==> config.mk <==
export PLATFORM = sky130hd
export DESIGN_NAME = button_debouncer
export DESIGN_NICKNAME = d
export VERILOG_FILES = /design/src/rtl/button_debouncer.sv
export SDC_FILE = /design/constraint.sdc
export NUM_CORES = 1
export LEC_CHECK = 0
export ABC_CLOCK_PERIOD_IN_PS = 5100
export CORE_MARGIN = 5
export CORE_UTILIZATION = 60
export CTS_CLUSTER_SIZE = 40
export DETAILED_ROUTE_END_ITERATION = 8
export GPL_ROUTABILITY_DRIVEN = 0
export PLACE_DENSITY = 0.79
export SETUP_SLACK_MARGIN = 0.15
export SLEW_MARGIN = 40
export SYNTH_ARGS = -nofsm -noshare
export SYNTH_HDL_FRONTEND = slang
export SYNTH_SLANG_ARGS = --single-unit
==> constraint.sdc <==
create_clock -name clk -period 5.1 [get_ports clk]
set_input_delay 1.53 -clock clk [delete_from_list [all_inputs] [get_ports clk]]
set_output_delay 1.53 -clock clk [all_outputs]
set_load 0.01 [all_outputs]
==> src/rtl/button_debouncer.sv <==
// Push-button input conditioner: two-flop synchroniser plus independent
// per-button debounce counters, producing a clean level and one-cycle
// press/release pulses for each active-low button pin.
module button_debouncer #(
  parameter int unsigned NUM_BTN         = 4,
  parameter int unsigned DEBOUNCE_CYCLES = 1000000,
  parameter int unsigned CNT_W           = 20
) (
  input  logic               clk,
  input  logic               rst,
  input  logic [NUM_BTN-1:0] sw_n,
  output logic [NUM_BTN-1:0] btn_level,
  output logic [NUM_BTN-1:0] btn_press,
  output logic [NUM_BTN-1:0] btn_release,
  output logic               any_press
);

  // Last counter value before a change is accepted; never exceeded.
  localparam logic [CNT_W-1:0] CNT_LAST = CNT_W'(DEBOUNCE_CYCLES - 1);
  localparam logic [CNT_W-1:0] CNT_ONE  = CNT_W'(1);

  // Synchroniser stages reset to all-ones so an idle pin reads as released.
  logic [NUM_BTN-1:0] sync_q1;
  logic [NUM_BTN-1:0] sync_q2;

  // Synchronised pin state, 1 = pressed.
  logic [NUM_BTN-1:0] sample;

  // Per-button debounce counters.
  logic [CNT_W-1:0]   cnt_q [NUM_BTN];
  logic [CNT_W-1:0]   cnt_d [NUM_BTN];

  // Next-state values for the registered outputs.
  logic [NUM_BTN-1:0] level_d;
  logic [NUM_BTN-1:0] press_d;
  logic [NUM_BTN-1:0] release_d;
  logic               any_press_d;

  assign sample = ~sync_q2;

  // Two-flop synchroniser on the asynchronous button pins.
  always_ff @(posedge clk or posedge rst) begin
    if (rst) begin
      sync_q1 <= '1;
      sync_q2 <= '1;
    end else begin
      sync_q1 <= sw_n;
      sync_q2 <= sync_q1;
    end
  end

  // Debounce decision: count consecutive disagreeing cycles, accept on the last.
  always_comb begin
    cnt_d     = cnt_q;
    level_d   = btn_level;
    press_d   = '0;
    release_d = '0;
    for (int i = 0; i < NUM_BTN; i++) begin
      if (sample[i] == btn_level[i]) begin
        // Any return to the accepted level discards the partial count.
        cnt_d[i] = '0;
      end else if (cnt_q[i] == CNT_LAST) begin
        level_d[i]   = sample[i];
        cnt_d[i]     = '0;
        press_d[i]   = sample[i];
        release_d[i] = ~sample[i];
      end else begin
        cnt_d[i] = cnt_q[i] + CNT_ONE;
      end
    end
    any_press_d = |press_d;
  end

  // Counter and output registers.
  always_ff @(posedge clk or posedge rst) begin
    if (rst) begin
      for (int i = 0; i < NUM_BTN; i++) begin
        cnt_q[i] <= '0;
      end
      btn_level   <= '0;
      btn_press   <= '0;
      btn_release <= '0;
      any_press   <= 1'b0;
    end else begin
      for (int i = 0; i < NUM_BTN; i++) begin
        cnt_q[i] <= cnt_d[i];
      end
      btn_level   <= level_d;
      btn_press   <= press_d;
      btn_release <= release_d;
      any_press   <= any_press_d;
    end
  end

endmodule

==> results.ini <==
[power]
combPwrFrac_pct = 3.5
switching_share_pct = 23.2
power_switching_mw = 0.318
cell_internal_pwr_mw = 1.06
clockPowerShare_pct = 36.5
p_leak_nw = 1.95
peakVddDrop_mv = 0.128
p_seq_share_pct = 60.0
pwr_density_cell_mw_per_mm2 = 264

[floorplan]
initial_core_util_pct = 61.4
io_pins = 19
die_y_um = 99.0
rows = 32
fp.coreArea_mm2 = 0.00773
dieArea_mm2 = 0.00979
die_w_um = 99.0

[worst_setup_path]
critPathLaunch = btn_level[3]
critPathKind = flop to output pin
crit_required_ps = 3570
arrival_ps = 1400
end_kind = output pin
crit_path_start_kind = flop
cp_num_buf_inv = 1
critPathSlowestCell = clkdlybuf4s50_1
path_cells = clkdlybuf4s50_1
cp_max_fo = 5
crit-reg2reg-launch = cnt_q[28]
max_stage_delay_ps = 580
path_delay_family = buffers and inverters

[cts]
cts-root-buf = clkbuf_8
ctsHtreeMaxLevel = 3
insertion_delay_ps = 370
cts_tree = done
cts.clk_slew.worst_paths_ps = 90
cts_hold_buffers = 0
cts_resized = 0
cts_num_sinks = 101
cts_setup_buffers = 0
clockBufferDepth = 2
cts_inserted_buffers = 9

[drt]
routed_wl_um = 8860
vias_per_cell = 5.80
ant_nets = 0
drt_iter0_drc = 97
vias = 3440
first_pass_iters = 4
wl_per_cell_um = 14.9
drc = 0

[global_routing]
grt_max_degree = 74
antenna_found_initial = 0
grt_usage_pct = 19.4
grt_first_pass_wirelength_um = 15500
grt_pass1_vias = 3408
grt_remaining_overflow = 0

[layout]
fin_util_pct = 67.4
stdcell_area_mm2 = 0.00521
drive_above_1_share_pct = 7.74
antennaDiodeCount = 0
layout.nets = 496
area_growth_pct = 9.73

[logic_synthesis]
synth_largest_area_cell = dfrtp_1
syn_inst = 465
synth_cell_types = 42
synth_area_mm2 = 0.00475
ys_ff_latch = 101
synthTopCellsByArea = dfrtp_1, xnor2_1, nor2_1
syn_nets = 475
synth-seq-area-share_pct = 53.5
ys_warn_count = 0
avgSynthCellArea_um2 = 10.2
synth_top_area_share_pct = 49.0

[hold_path]
hold_class = flop to flop
hp-start = sync_q1[3]

[placed_design]
dp_hpwl_um = 6030
placed_area_mm2 = 0.00502
portBuffers = 18

[timing]
final-hold-violation-count = 0
relSlewSlack_pct = 53.6
post-route-min-period_ps = 2930
setup_viol = 0
fin_tns_setup_ps = 0
final-max-slew-violation-count = 0
finalCritPeriodShare_pct = 57.5
max_freq_mhz = 341
rsz0062_at_grt = false
final.setup_skew_ps = 11.6
worst_pin_slew_ps = 690

[job]
drv_cap = 0

[run_status]
status = finished, final reports clean

[path summary, 6_finish.rpt]
kind	end	slack, ps	depth (start not counted)
max	btn_level[3]	2170	1
min	sync_q2[3]	360	0
max reg2reg	any_press	2750	4
min reg2reg	sync_q2[3]	360	0
max in group asynchronous	sync_q2[3]	2730	3
min in group asynchronous	btn_level[2]	1620	2
[Yosys cell counts]
cell       count
and4_1         3
nand3_4        1
xor2_1        10
nor4_1        13
or4b_2         1
nand3_2        1
and2_1         3
or3b_2         1
dfstp_2        8
nor2_1        64
buf_4          1
and3_1         2
clkbuf_1       3
o31ai_1       13
or2_1          1
or3_1         13
or4_1         20
or4b_1         2
nand4bb_1      2
nand2_1       28
or2_2          1
nand2b_1       2
or4_4          1
o41ai_1        3
nor3_1        16
nor4_2         2
o21ai_1        1
dfrtp_1       93
ha_1           4
xnor2_1       43
a21oi_1       23
buf_2          4
clkbuf_2       1
o21ai_4        3
a31o_2         1
buf_6          2
nand3_1       25
nand4_1       15
nand3b_1       2
inv_1         18
and4b_1        1
o21ai_0       14
[logic make-up (layout without fill, tap and decap cells)]
group                    count (synthesis)  after routing  synth area share (%)
buffers and inverters                   29             55                  2.82
flip-flops                             101            101                  53.5
XOR/XNOR                                53             53                  9.78
AO/OA/AOI/OAI                           58             58                  7.83
AND/OR/NAND/NOR                        220            220                  25.1
adder cells (fa/ha/maj)                  4              4                  1.05
[per-stage QoR]
stage	std cells	hold WS, ps	setup WS [ps]	total power [mW]
after floorplan	465	345	936	0.875
after global placement	577	348	2140	0.888
after detailed placement	577	347	2290	0.891
after CTS	593	361	2140	1.39
after global routing	593	361	2110	1.43
final	593	360	2170	1.38
[layout by cell type, fill, tap and decap left out, drive strengths merged, types with 15 or more instances in the layout]
master,count
a21oi,23
clkdlybuf4s50,18
dfrtp,93
inv,18
nand2,28
nand3,27
nand4,15
nor2,64
nor3,16
nor4,15
o21ai,18
or4,21
xnor2,43
[layer usage]
layer / global-route usage (%) / part of all wire [%]
met5: 0 / 0
met2: 33.0 / 50
met4: 6.09 / 0.99
met3: 5.59 / 4.4
met1: 24.0 / 44
[registers in the layout, indices dropped and copies added, names as in the netlist]
register,count
sync_q1,4
any_press,1
cnt_q,80
sync_q2,4
btn_release,4
btn_level,4
btn_press,4
[power by group through the flow]
stage	Sequential, mW	Combinational (mW)	Clock [mW]
global route	0.827	0.0572	0.549
floorplan	0.838	0.0367	0
finish	0.825	0.0479	0.502
global placement	0.840	0.0480	0
CTS	0.825	0.0498	0.513
detailed placement	0.841	0.0497	0
[cell type report]
class | instances | area (um^2)
Clock inverter | 5 | 61.3
Sequential cell | 101 | 2540
Inverter | 18 | 72.6
Fill cell | 597 | 2520
Clock buffer | 11 | 131
Timing Repair Buffer | 21 | 203
Tap cell | 102 | 128
Multi-Input combinational cell | 335 | 2080
No activity file was read; power rests on OpenSTA's default activity.
